`config.mk`:
```
export PLATFORM = sky130hd
export DESIGN_NAME = ps2_scancode_receiver
export DESIGN_NICKNAME = d
export VERILOG_FILES = /design/src/rtl/ps2_scancode_receiver.sv
export SDC_FILE = /design/constraint.sdc
export NUM_CORES = 1
export LEC_CHECK = 0
export CAP_MARGIN = 20
export CORE_MARGIN = 1.5
export CORE_UTILIZATION = 50
export DETAILED_ROUTE_END_ITERATION = 8
export GPL_ROUTABILITY_DRIVEN = 0
export PLACE_DENSITY_LB_ADDON = 0.3
export SLEW_MARGIN = 20
export SYNTH_ARGS = -nofsm -noshare
export SYNTH_HDL_FRONTEND = slang
export SYNTH_SLANG_ARGS = --single-unit
```
`constraint.sdc`:
```
create_clock -name clk -period 3.2 [get_ports clk]
set_input_delay 0.48 -clock clk [delete_from_list [all_inputs] [get_ports clk]]
set_output_delay 0.48 -clock clk [all_outputs]
set_load 0.05 [all_outputs]
```
`src/rtl/ps2_scancode_receiver.sv`:
```
// PS/2 Set 2 device-to-host receiver: synchronise, glitch-filter, deserialise, strip E0/F0 prefixes.
// Optional build macro PS2_BREAK_SUPPRESS_EN: release bytes are consumed without a scan_valid pulse.
module ps2_scancode_receiver #(
    parameter int unsigned FILTER_LEN     = 8,
    parameter int unsigned TIMEOUT_CYCLES = 50000
) (
    input  logic       clk,
    input  logic       rst,
    input  logic       ps2_clk,
    input  logic       ps2_data,
    output logic [7:0] scan_code,
    output logic       scan_valid,
    output logic       break_flag,
    output logic       ext_flag,
    output logic       parity_err,
    output logic       frame_err
);

    localparam int unsigned FW = $clog2(FILTER_LEN + 1);
    localparam int unsigned TW = $clog2(TIMEOUT_CYCLES + 1);

    typedef enum logic [1:0] {StIdle, StData, StParity, StStop} state_t;
    typedef enum logic [1:0] {ResNone, ResOk, ResParity, ResFrame} res_t;

    logic [1:0]    clk_sync, data_sync;
    logic          clk_s, data_s;
    logic [FW-1:0] filt_cnt;
    logic          filt_clk;
    logic          fall;

    state_t        state_q, state_d;
    logic [7:0]    shift_q, shift_d;
    logic [2:0]    bit_cnt_q, bit_cnt_d;
    logic          parity_q, parity_d;
    logic [TW-1:0] tmo_q, tmo_d;
    logic          timeout;
    res_t          res_q, res_d;
    logic [7:0]    res_byte_q, res_byte_d;

    logic          ext_lat_q, ext_lat_d;
    logic          brk_lat_q, brk_lat_d;
    logic [7:0]    scan_code_d;
    logic          scan_valid_d, break_flag_d, ext_flag_d, parity_err_d, frame_err_d;

    // Lines idle high, so synchronisers and filter reset high to avoid a false fall.
    always_ff @(posedge clk or posedge rst) begin
        if (rst) begin
            clk_sync  <= 2'b11;
            data_sync <= 2'b11;
        end else begin
            clk_sync  <= {clk_sync[0], ps2_clk};
            data_sync <= {data_sync[0], ps2_data};
        end
    end

    assign clk_s  = clk_sync[1];
    assign data_s = data_sync[1];

    assign fall = filt_clk && !clk_s && (filt_cnt == FW'(FILTER_LEN - 1));

    always_ff @(posedge clk or posedge rst) begin
        if (rst) begin
            filt_clk <= 1'b1;
            filt_cnt <= '0;
        end else if (clk_s != filt_clk) begin
            if (filt_cnt == FW'(FILTER_LEN - 1)) begin
                filt_clk <= clk_s;
                filt_cnt <= '0;
            end else begin
                filt_cnt <= filt_cnt + FW'(1);
            end
        end else begin
            filt_cnt <= '0;
        end
    end

    assign timeout = (state_q != StIdle) && (tmo_q == TW'(TIMEOUT_CYCLES));

    always_comb begin
        state_d    = state_q;
        shift_d    = shift_q;
        bit_cnt_d  = bit_cnt_q;
        parity_d   = parity_q;
        res_d      = ResNone;
        res_byte_d = shift_q;

        if (fall || state_q == StIdle) begin
            tmo_d = '0;
        end else begin
            tmo_d = tmo_q + TW'(1);
        end

        if (timeout) begin
            state_d = StIdle;
            res_d   = ResFrame;
            tmo_d   = '0;
        end else if (fall) begin
            case (state_q)
                StIdle: begin
                    if (!data_s) begin
                        state_d   = StData;
                        bit_cnt_d = 3'd0;
                    end
                end
                StData: begin
                    shift_d   = {data_s, shift_q[7:1]};
                    bit_cnt_d = bit_cnt_q + 3'd1;
                    if (bit_cnt_q == 3'd7) begin
                        state_d = StParity;
                    end
                end
                StParity: begin
                    parity_d = data_s;
                    state_d  = StStop;
                end
                StStop: begin
                    state_d = StIdle;
                    if (!data_s) begin
                        res_d = ResFrame;
                    end else if (^{shift_q, parity_q}) begin
                        res_d = ResOk;
                    end else begin
                        res_d = ResParity;
                    end
                end
                default: state_d = StIdle;
            endcase
        end
    end

    always_ff @(posedge clk or posedge rst) begin
        if (rst) begin
            state_q    <= StIdle;
            shift_q    <= '0;
            bit_cnt_q  <= '0;
            parity_q   <= 1'b0;
            tmo_q      <= '0;
            res_q      <= ResNone;
            res_byte_q <= '0;
        end else begin
            state_q    <= state_d;
            shift_q    <= shift_d;
            bit_cnt_q  <= bit_cnt_d;
            parity_q   <= parity_d;
            tmo_q      <= tmo_d;
            res_q      <= res_d;
            res_byte_q <= res_byte_d;
        end
    end

    // Frame result is acted on one cycle after the stop-bit fall; errors never touch the latches.
    always_comb begin
        ext_lat_d    = ext_lat_q;
        brk_lat_d    = brk_lat_q;
        scan_code_d  = scan_code;
        break_flag_d = break_flag;
        ext_flag_d   = ext_flag;
        scan_valid_d = 1'b0;
        parity_err_d = 1'b0;
        frame_err_d  = 1'b0;

        case (res_q)
            ResOk: begin
                if (res_byte_q == 8'hE0) begin
                    ext_lat_d = 1'b1;
                end else if (res_byte_q == 8'hF0) begin
                    brk_lat_d = 1'b1;
                end else begin
                    ext_lat_d = 1'b0;
                    brk_lat_d = 1'b0;
`ifdef PS2_BREAK_SUPPRESS_EN
                    if (!brk_lat_q) begin
                        scan_code_d  = res_byte_q;
                        break_flag_d = 1'b0;
                        ext_flag_d   = ext_lat_q;
                        scan_valid_d = 1'b1;
                    end
`else
                    scan_code_d  = res_byte_q;
                    break_flag_d = brk_lat_q;
                    ext_flag_d   = ext_lat_q;
                    scan_valid_d = 1'b1;
`endif
                end
            end
            ResParity: parity_err_d = 1'b1;
            ResFrame:  frame_err_d  = 1'b1;
            default:   ;
        endcase
    end

    always_ff @(posedge clk or posedge rst) begin
        if (rst) begin
            ext_lat_q  <= 1'b0;
            brk_lat_q  <= 1'b0;
            scan_code  <= '0;
            scan_valid <= 1'b0;
            break_flag <= 1'b0;
            ext_flag   <= 1'b0;
            parity_err <= 1'b0;
            frame_err  <= 1'b0;
        end else begin
            ext_lat_q  <= ext_lat_d;
            brk_lat_q  <= brk_lat_d;
            scan_code  <= scan_code_d;
            scan_valid <= scan_valid_d;
            break_flag <= break_flag_d;
            ext_flag   <= ext_flag_d;
            parity_err <= parity_err_d;
            frame_err  <= frame_err_d;
        end
    end

endmodule

```
==> impl_metrics.toml, run 1 <==
[critical_path]
cp-startpoint = "tmo_q[12]"
rrSetupSlack_ns = 0.94
endpoint = "res_q[1]"
worstPathRequired_ns = 3.43
r2r_start = "tmo_q[12]"
crit_fanout = 5
cp-end-kind = "flip-flop"
start_kind = "flip-flop"
reg2reg_to = "res_q[1]"
reg2reg_depth = 4
worstPathArrival_ns = 2.49
crit_type = "reg -> reg"

[worst_hold_path]
min_path_type = "reg -> reg"
hold_start = "data_sync[0]"

[sta]
clock_skew_ns = 0.00734
timing.slew.headroom_pct = 46.3
setup_violations = 0
rsz0062_at_grt = "no"
max_freq_mhz = 443
tightest_slew_ns = 0.798
period_minus_slack_ns = 2.26
fin_crit_sh_pct = 70.5
finalHoldViolCount = 0
tns_ns = 0
final_max_slew_viol_count = 0
fin_hold_ws_ns = 0.357

[clock_network]
clkTransAtPathRegs_ns = 0.07
hold_buffers = 0
clockBufferDepth = 2
cts_setup_buffers = 0
htreeDepth = 3
cts_sinks = 64
cts_resized = 0
cts_buffers = 9
cts_tree = "done"
clock_latency_ns = 0.33
clockRootBuffer = "clkbuf_8"

[placement]
dp.cells = 322
portBuffers = 16
hpwl_um = 3150

[routing]
wl_per_cell_um = 14.0
viasPerCell = 5.28
drc = 0
dr.pass1.iters = 4
vias = 1786
postRouteAntennaNets = 0
totalWireLength_um = 4730
drtIter0Drc = 56

[synthesis]
yosysMostFrequentCell = "dfrtp_1"
synth.top_cells.by_area = "dfrtp_1 (52%), mux2_2 (5.1%), ha_1 (4.8%)"
ys_top_cells_by_count = "dfrtp_1 (59), nor2_1 (29), xnor2_1 (15), inv_1 (13), mux2_2 (13)"
synth_top_area_share_pct = 51.6
netlist_instances = 237
synth-main-ff-cell = "dfrtp_1"
yosysSeqAreaShare_pct = 56.2
ys_warn_count = 0
ys_types = 47
synth_edf_count = 0
yosys.area.top_type = "dfrtp_1"
synth.avg_cell_area_um2 = 12.1
async_flop_share_pct = 100
syn-cell-area_um2 = 2860
synth-seq-cells = 64
synth_nets = 252

[power]
switchingPower_mw = 0.348
power_mw = 1.74
leakagePower_nw = 1.47
p_sw_share_pct = 20.0
internal_power_mw = 1.39
clock_power_share_pct = 48.5
ir_drop_uv = 266
comb_power_share_pct = 3.0
pwr-share-seq_pct = 48.5
powerDensity_nw_per_um2 = 521

[die]
die_y_um = 78.6
die_area_um2 = 6180
start_util_pct = 51.9
core_um2 = 5510
ios = 17
die_w_um = 78.6
rows = 27

[finish]
fin_nets = 276
n_antenna_cell = 0
fin_cells = 338
fill_cells = 448
syn2layout_area_growth_pct = 16.7
drive_above_1_share_pct = 17.7

[grt]
antenna_found_initial = 0
track_usage_pct = 18.2
grt_pass1_vias = 1855
overflow = 0
grt_pass1_wl_um = 8480
grt_max_degree = 65

[status]
status = "finished clean"

[run]
drv_cap = 0
## cell type report
class	count	area (um^2)	share of cell area (%)
sequential	64	1610	48.2
multi-input combinational	154	1160	34.8
timing repair buffer	19	183	5.48
clock buffer	11	141	4.24
clock inverter	5	104	3.11
tap	72	90.1	2.70
inverter	13	48.8	1.46
## worst max-delay path: stages (launching register included)
cell and delay (ns):
dfrtp_1 0.44, or4b_4 0.57, nor4_1 0.72, nor4b_1 0.14, a311oi_1 0.28
## per-layer routing
metal / GRT usage, % / part of all wire [%] / up-vias
met5: 0 / 0 / -
met4: 10.2 / 2.3 / 0
met3: 4.19 / 2.4 / 11
met2: 28.7 / 48 / 23
met1: 23.0 / 48 / 877
li1: - / - / 875
## metrics by stage
stage | utilization [%] | setup WS, ns | cell area, um^2
5_1_grt | 60.6 | 0.750 | 3340
3_3_place_gp | 56.1 | 1.01 | 3090
2_1_floorplan | - | 0.959 | 2860
6_report | 60.6 | 0.944 | 3340
4_1_cts | 60.6 | 0.943 | 3340
3_5_place_dp | 56.1 | 0.970 | 3090
## kinds of logic (layout without fill, tap and decap cells)
group / Yosys count / after routing / synth area share [%]
AND/OR/NAND/NOR: 81 / 81 / 15.1
flip-flops: 64 / 64 / 56.2
AO/OA/AOI/OAI: 22 / 22 / 5.47
XOR/XNOR: 20 / 20 / 6.61
multiplexers: 20 / 20 / 8.62
buffers and inverters: 19 / 48 / 3.15
adder cells (fa/ha/maj): 11 / 11 / 4.81
## power by group through the flow
stage	combinational (mW)	clock [mW]	sequential, mW
global route	0.0649	0.899	0.846
floorplan	0.0423	0	0.854
global placement	0.0536	0	0.858
finish	0.0527	0.843	0.843
detailed placement	0.0543	0	0.859
CTS	0.0549	0.864	0.843
## sequential cells by signal, summed over array words and instances, names as in the netlist, 2 cells and up
register	count
scan_code	8
bit_cnt_q	3
state_q	2
res_byte_q	8
filt_cnt	4
res_byte_d	8
clk_sync	2
data_sync	2
res_q	2
tmo_q	16
## cells in the final DEF, fill, tap and decap left out, types with 2 or more instances in the layout
cell type / netlist / final
a21oi_1: 4 / 4
a311oi_1: 2 / 2
a31oi_1: 2 / 2
a32o_1: 2 / 2
a41oi_1: 2 / 2
buf_4: 1 / 3
bufinv_16: 0 / 3
clkbuf_8: 0 / 10
clkdlybuf4s50_1: 0 / 16
dfrtp_1: 59 / 59
dfstp_2: 5 / 5
ha_1: 11 / 11
inv_1: 13 / 12
mux2_2: 13 / 13
mux2_4: 6 / 6
nand2_1: 8 / 8
nand2b_1: 3 / 3
nand3_1: 11 / 11
nand4_1: 2 / 2
nor2_1: 29 / 29
nor3_1: 6 / 6
nor4_1: 5 / 5
nor4b_1: 2 / 2
o21ai_0: 4 / 4
or3_1: 3 / 3
xnor2_1: 15 / 15
xor2_1: 4 / 4
## worst min-delay path by stage
stage | slack, ns | cells past startpoint | to
final | 0.36 | 0 | data_sync[1]
after global routing | 0.36 | 0 | data_sync[1]
after CTS | 0.36 | 0 | data_sync[1]
after detailed placement | 0.35 | 0 | data_sync[1]
after global placement | 0.35 | 0 | data_sync[1]
after floorplan | 0.35 | 0 | clk_sync[1]
(Power assumes the default switching activity.)
==> run 2, diff against run 1 <==
- clock period: 3.2 -> 2 ns (I/O delays scaled with it)
==> run 2 against run 1 <==
Compared with the run above: the run now ends with negative setup slack left; worst setup slack lost 1.1 ns; clock skew fell by 0.00055 ns; routed wire length increased by 18%; clock power grew 45%; sequential power grew 60%; highest routed layer unchanged.
==> impl_metrics.toml, run 2 (synthesized netlist as in run 1, its figures left out) <==
[finish]
fin_nets = 314
fill_cells = 378
largest_register = "tmo_q"
n_antenna_cell = 0
final_common_cell = "dfrtp_1"
drive_above_1_share_pct = 36.2
fin_util_pct = 70.1
syn2layout_area_growth_pct = 35.1
multi_input_area_um2 = 1370
fin_cells = 376
regArea_um2 = 1610
final_cell_mix = "dfrtp_1 (59), buf_4 (34), clkdlybuf4s50_1 (16), nor2_4 (15), xnor2_1 (15)"
largest_register_ffs = 16

[die]
die_y_um = 78.6
die_w_um = 78.6
start_util_pct = 51.9
ios = 17
die_area_um2 = 6180
core_um2 = 5510
rows = 27

[clock_network]
cts_buffers = 9
cts_sinks = 64
clockRootBuffer = "clkbuf_8"
clkTransAtPathRegs_ns = 0.07
clockBufferDepth = 2
clock_latency_ns = 0.34
cts_tree = "done"
htreeDepth = 3

[critical_path]
worstPathArrival_ns = 2.38
reg2reg_to = "res_byte_d[4]"
worstPathCellList = "or4b_4, or4_4, and3_4, mux2_4"
worstPathRequired_ns = 2.23
cp-end-kind = "flip-flop"
start_kind = "flip-flop"
r2r_start = "tmo_q[12]"
rrSetupSlack_ns = -0.15
slowest_delay_ns = 0.55
crit_fanout = 6
cpMaxStageDelayCell = "or4b_4"
reg2reg_depth = 4
crit_type = "reg -> reg"
cp_num_buf_inv = 0
cp_top_family = "simple AND/OR/NAND/NOR gates"

[power]
internal_power_mw = 2.11
clock_power_share_pct = 45.8
pwr-share-seq_pct = 50.5
power_mw = 2.67
switchingPower_mw = 0.567
powerDensity_nw_per_um2 = 692
leakagePower_nw = 1.72
p_sw_share_pct = 21.2
ir_drop_uv = 457
comb_power_share_pct = 3.7

[sta]
tightest_slew_ns = 0.490
timing.slew.headroom_pct = 67.2
clock_skew_ns = 0.00679
setup_violations = 28
rsz0062_at_grt = "yes"
final_max_slew_viol_count = 0
tns_ns = -1.54
fin_crit_sh_pct = 108
worst_slack_ns = -0.151
max_freq_mhz = 465
period_minus_slack_ns = 2.15
finalHoldViolCount = 0

[routing]
viasPerCell = 5.28
vias = 1986
dr.pass1.iters = 4
postRouteAntennaNets = 0
drc = 0
wl_met1_um = 2390
totalWireLength_um = 5560
wl_met2_um = 2800
top_layer = "met4"
drtIter0Drc = 75
wl_met3_um = 182
wl_per_cell_um = 14.8

[grt]
overflow = 0
grt_pass1_vias = 1953
track_usage_pct = 19.6
antenna_found_initial = 0
grt_pass1_wl_um = 9120
grt_max_degree = 26

[placement]
portBuffers = 16
hpwl_um = 3660
dp.cells = 354

[status]
violations = "negative setup slack"
status = "complete, but fails checks"

[run]
drv_cap = 0

[worst_hold_path]
min_path_type = "in -> async"
## run 2: cell count changes in the layout (fill, tap and decap cells not counted), moves of 3 or more
cell and change:
buf_12 +3, buf_4 +31, buf_6 +3, nor2_1 -15
nor2_4 +15
## run 2: worst max path at each step
stage | startpoint | end | cells past startpoint
global route | tmo_q[12] | res_byte_d[3] | 4
CTS | tmo_q[12] | res_byte_d[4] | 4
detailed placement | tmo_q[10] | res_byte_d[4] | 4
finish | tmo_q[12] | res_byte_d[4] | 4
floorplan | tmo_q[13] | res_byte_d[0] | 5
global placement | tmo_q[10] | res_byte_d[0] | 4
## run 2: power by group through the flow
| stage | clock [mW] | combinational [mW] | sequential (mW) |
|---|---|---|---|
| 2_1_floorplan | 0 | 0.0677 | 1.37 |
| 3_3_place_gp | 0 | 0.0946 | 1.37 |
| 3_5_place_dp | 0 | 0.0985 | 1.37 |
| 4_1_cts | 1.24 | 0.0983 | 1.35 |
| 5_1_grt | 1.30 | 0.117 | 1.36 |
| 6_report | 1.22 | 0.100 | 1.35 |
## run 2: timing repair
item                                    in CTS  in global routing
pin swaps                                    2                 20
endpoints found under the setup margin      31                 32
cloned                                       0                  1
setup buffers                                2                  3
gates resized for setup                      7                 43
hold buffers                                 0                  0
## run 2: through the flow
step / worst slack (ns) / instance area [um^2] / hold slack [ns]
finish: -0.151 / 3860 / 0.279
global route: -0.168 / 3860 / 0.303
CTS: -0.139 / 3620 / 0.279
detailed placement: -0.150 / 3360 / 0.347
global placement: -0.110 / 3360 / 0.346
floorplan: -0.212 / 2860 / 0.304
## run 2: final cells by class
cell class                 count  area share, %
sequential                    64           41.6
timing repair buffer          57           13.8
clock buffer                  13           3.85
clock inverter                 3           1.68
tap                           72           2.33
inverter                      13           1.26
multi-input combinational    154           35.4
## run 2: metal layers
metal | vias to the layer above | global-route usage [%]
met5 | - | 0
met4 | 0 | 10.4
met3 | 15 | 5.23
met2 | 33 | 32.3
met1 | 978 | 23.4
li1 | 960 | -
==> run 3, diff against run 2 <==
- CAP_MARGIN: 20 -> 25
==> results of run 3 <==
No change in the layout: final DEF, timing and power equal those of run 2.
==> RTL edit 1: new RTL, flow settings as in run 1 <==
Re-encode `state_t` (4 states) as one-hot, 4 bits wide.
--- a/src/rtl/ps2_scancode_receiver.sv
+++ b/src/rtl/ps2_scancode_receiver.sv
@@ -20,5 +20,5 @@
     localparam int unsigned TW = $clog2(TIMEOUT_CYCLES + 1);
 
-    typedef enum logic [1:0] {StIdle, StData, StParity, StStop} state_t;
+    typedef enum logic [3:0] {StIdle = 4'b0001, StData = 4'b0010, StParity = 4'b0100, StStop = 4'b1000} state_t;
     typedef enum logic [1:0] {ResNone, ResOk, ResParity, ResFrame} res_t;
 
Check against the original RTL: no difference found for any inputs over 10 cycles, from zero or initial values and one cycle with rst high; not proved beyond that.
==> RTL edit 1 against run 1 <==
Non-clock buffer count fell by 1; design area fell by 3.1%; global-route usage fell by 1.9 points; sequential cell count rose by 2; critical path depth fell by 3; first-iteration DRC count fell by 3.6%; worst setup slack improved by 0.27 ns; count of clock-buffer cells in the layout fell by 1; clock skew fell by 0.0029 ns; cell count fell by 4.1%; wire length fell by 12%; area after synthesis fell by 2.4%.
Power is not compared: it rests on default switching activity, and its combinational part moved more than twofold at a synthesized area within 25%.
==> RTL edit 1: results (changes against run 1) <==
status: "finished, final reports clean"
reg2reg_slack_ns: 1.23  # +0.29 ns
cp_top_family: "buffers and inverters"
drt-initial-drc-count: 54  # -3.6%
nFillCells: 454  # +1.3%
final_layout_size_suffix_gt1_frac: 0.202  # +0.0257
yosys-top-cells-count: "dfrtp_1, nor2_1, mux2_2, xnor2_1"
grt_max_degree: 67  # +3.1%
slowest_delay_ns: 0.81  # +0.09 ns
final.setup_skew_ns: 0.00441  # -0.00292 ns
grt_usage: 0.163  # -0.0191
grt_pass1_wl_um: 7380  # -13%
ys_seq_area_frac: 0.594  # +0.0320
slew_headroom: 0.621  # +0.158
first_global_vias: 1630  # -12%
yosysTopAreaCellShare: 0.538  # +0.0215
r2r.worst_path.cells: 6  # +2
r2r_start: "filt_cnt[0]$_DFF_PP0_"
worst_path_max_delay_cell: "clkdlybuf4s50_1"
synthMuxAreaShare: 0.0861  # -0.000154
final_nets: 257  # -6.9%
yosysUniqueCellTypes: 42  # -11%
hpwl_um: 2810  # -11%
path_max_fanout: 2  # -3
synth_compound_area_frac: 0.0462  # -0.00854
synthTopCellsByArea: "dfrtp_1, dfstp_2, mux2_2, nor2_1, mux2_4"
hold_slack_ns: 0.359  # +0.00229 ns
wire_per_inst_um: 12.9  # -7.8%
cp.arrival_ns: 1.51  # -0.98 ns
-- RTL edit 1: cells by family after synthesis --
family	Yosys count
compound gates	18
xor+xnor	22
fa+ha+maj	6
buf+inv	10
flops	66
mux	19
simple gates	80
-- RTL edit 1: layer usage --
layer | track usage | wire length [µm] | part of all wire | vias to the layer above
li1 | - | - | - | 816
met1 | 0.202 | 1930 | 0.46 | 823
met2 | 0.247 | 1980 | 0.47 | 28
met3 | 0.0635 | 187 | 0.045 | 8
met4 | 0.0818 | 85 | 0.020 | 0
met5 | 0 | 0 | 0 | -
-- RTL edit 1: power breakdown --
part           internal (µW)  total, µW  switching, µW
Sequential               894        957           63.0
Clock                    354        651            297
Combinational           71.9        148           76.0
Total                   1320       1760            436
-- RTL edit 1: worst max-delay path by stage --
stage	endpoint	start	cells after the start	slack, ns
after floorplan	bit_cnt_q[0]$_DFFE_PP0P_	rst	1	1.08
after global placement	res_byte_d[6]$_DFFE_PP0P_	filt_cnt[0]$_DFF_PP0_	6	1.33
after detailed placement	res_byte_d[6]$_DFFE_PP0P_	filt_cnt[0]$_DFF_PP0_	6	1.23
after CTS	scan_code[0]	scan_code[0]$_DFFE_PP0P_	1	1.19
after global routing	res_byte_d[6]$_DFFE_PP0P_	filt_cnt[0]$_DFF_PP0_	6	1.11
final	scan_code[0]	scan_code[0]$_DFFE_PP0P_	1	1.21
-- RTL edit 1: final cells by class --
type,count,area share
Clock buffer,10,0.0395
Clock inverter,6,0.0178
Inverter,7,0.00813
Multi-Input combinational cell,145,0.336
Sequential cell,66,0.513
Tap cell,72,0.0279
Timing Repair Buffer,18,0.0580
-- RTL edit 1: through the flow --
step,area [µm²],instances
6_report,3230,324
5_1_grt,3230,324
4_1_cts,3230,324
3_5_place_dp,3050,308
3_3_place_gp,3050,308
2_1_floorplan,2790,221
==> RTL edit 2: new RTL, flow settings as in run 1 <==
Without the edit above. Add a define of `PS2_BREAK_SUPPRESS_EN`.
--- a/src/rtl/ps2_scancode_receiver.sv
+++ b/src/rtl/ps2_scancode_receiver.sv
@@ -1,4 +1,6 @@
 // PS/2 Set 2 device-to-host receiver: synchronise, glitch-filter, deserialise, strip E0/F0 prefixes.
 // Optional build macro PS2_BREAK_SUPPRESS_EN: release bytes are consumed without a scan_valid pulse.
+`define PS2_BREAK_SUPPRESS_EN
+
 module ps2_scancode_receiver #(
     parameter int unsigned FILTER_LEN     = 8,
Function: same outputs for any inputs over 10 cycles, from zero or initial values and one cycle with rst high; that may be too few to reach the edited logic, so the function may still have changed.
==> RTL edit 2 against run 1 <==
Die area down 1.7%; wire length down 6.2%; sequential share of layout area up 0.77 points; clock power down 20%; sequential power down 2%; non-clock buffer count down 2; design area down 3.1%; clock skew up 0.00071 ns; sequential cell count down 1; worst setup slack better by 0.034 ns; area after synthesis down 1.8%; power down 10%; worst hold slack better by 0.00063 ns; fmax up 1.5%; critical endpoint is now tmo_q[7]$_DFF_PP0_; largest cell class unchanged; highest routed layer unchanged.
==> RTL edit 2: results (changes against run 1) <==
worst_slew_pin_slew_ns: 0.790  # -0.00823 ns
n_clock_buffer: 10  # -1
synthMuxAreaShare: 0.0797  # -0.00648
r2r_end: "tmo_q[7]$_DFF_PP0_"
reg2reg_slack_ns: 0.98  # +0.03 ns
vdd_drop_max_mv: 0.240  # -10%
hold_end: "clk_sync[1]$_DFF_PP1_"
fin_area_um2: 3230  # -3.1%
yosys-top-cells-count: "dfrtp_1, nor2_1, mux2_2"
slowest_delay_ns: 0.46  # -0.26 ns
worst_path_max_delay_cell: "or3_1"
seq_cell_count: 63  # -1.6%
nFillCells: 451  # +0.67%
nNonClkInverters: 12  # -1
cp.arrival_ns: 2.43  # -0.06 ns
grt_max_degree: 43  # -34%
final_layout_size_suffix_gt1_frac: 0.183  # +0.00651
seq_area_frac: 0.490  # +0.00775
first_global_vias: 1627  # -12%
synth_nets: 251  # -0.40%
multiInputGateArea_um2: 1140  # -1.9%
yosysUniqueCellTypes: 45  # -4.3%
ys_seq_area_frac: 0.563  # +0.00111
clock_tree_area_fraction: 0.0612  # -0.0123
dpl.cell_count: 318  # -1.2%
final.setup_skew_ns: 0.00804  # +0.000708 ns
cts_made_buffers: 9  # unchanged
portBuffers: 15  # -1
synth_xor_area_frac: 0.0673  # +0.00118
buffers: 17  # -2
routed_wl_um: 4430  # -6.2%
grt_usage: 0.166  # -0.0160
place_area_um2: 3030  # -1.8%
hold_start: "clk_sync[0]$_DFF_PP1_"
critPathLaunch: "state_q[0]$_DFFE_PP0P_"
final_nets: 272  # -1.4%
synth_cells: 236  # -0.42%
r2r.worst_path.cells: 7  # +3
largest_reg_flops: 16  # unchanged
drt-initial-drc-count: 106  # +89%
path_max_fanout: 19  # +14
synth_fa_ha_area_frac: 0.0490  # +0.000858
synthTopCellsByArea: "dfrtp_1, mux2_2, ha_1, dfstp_2, xnor2_1"
status: "finished, final reports clean"
nonClkBufAreaFrac: 0.0550  # +0.000211
p_leak_uw: 0.00143  # -2.9%
fin_cells: 334  # -1.2%
hpwl_um: 3040  # -3.6%
synth_compound_area_frac: 0.0535  # -0.00125
vias: 1741  # -2.5%
grt_pass1_wl_um: 7630  # -10%
hold_slack_ns: 0.357  # +0.000630 ns
-- RTL edit 2: stage by stage --
stage	util	worst slack, ns
after floorplan	-	1.13
after global placement	0.554	1.01
after detailed placement	0.554	0.955
after CTS	0.591	0.945
after global routing	0.591	0.743
final	0.591	0.977
-- RTL edit 2: how the worst max path moves through the flow --
| stage | cells after the start | slack (ns) | end |
|---|---|---|---|
| 2_1_floorplan | 4 | 1.13 | res_byte_d[3]$_DFFE_PP0P_ |
| 4_1_cts | 7 | 0.94 | tmo_q[7]$_DFF_PP0_ |
| 3_5_place_dp | 7 | 0.96 | tmo_q[7]$_DFF_PP0_ |
| 6_report | 7 | 0.98 | tmo_q[7]$_DFF_PP0_ |
| 5_1_grt | 7 | 0.74 | tmo_q[12]$_DFF_PP0_ |
| 3_3_place_gp | 5 | 1.01 | tmo_q[10]$_DFF_PP0_ |
-- RTL edit 2: cells by family after synthesis --
| family | count (synthesis) |
|---|---|
| adder cells (fa/ha/maj) | 11 |
| other | 1 |
| flip-flops | 63 |
| multiplexers | 20 |
| AND/OR/NAND/NOR | 80 |
| buffers and inverters | 19 |
| XOR/XNOR | 20 |
| AO/OA/AOI/OAI | 22 |
-- RTL edit 2: report_power, final --
| part | leakage [µW] | switching, µW | internal [µW] |
|---|---|---|---|
| registers | 0.000861 | 12.9 | 817 |
| clock network | 0.0000981 | 300 | 376 |
| logic | 0.000469 | 34.0 | 23.8 |
-- RTL edit 2: layer usage --
metal / vias to the layer above / global-route usage / part of all wire
met1: 837 / 0.230 / 0.49
met2: 35 / 0.221 / 0.44
li1: 855 / - / -
met5: - / 0 / 0
met3: 14 / 0.0635 / 0.037
met4: 0 / 0.0929 / 0.033
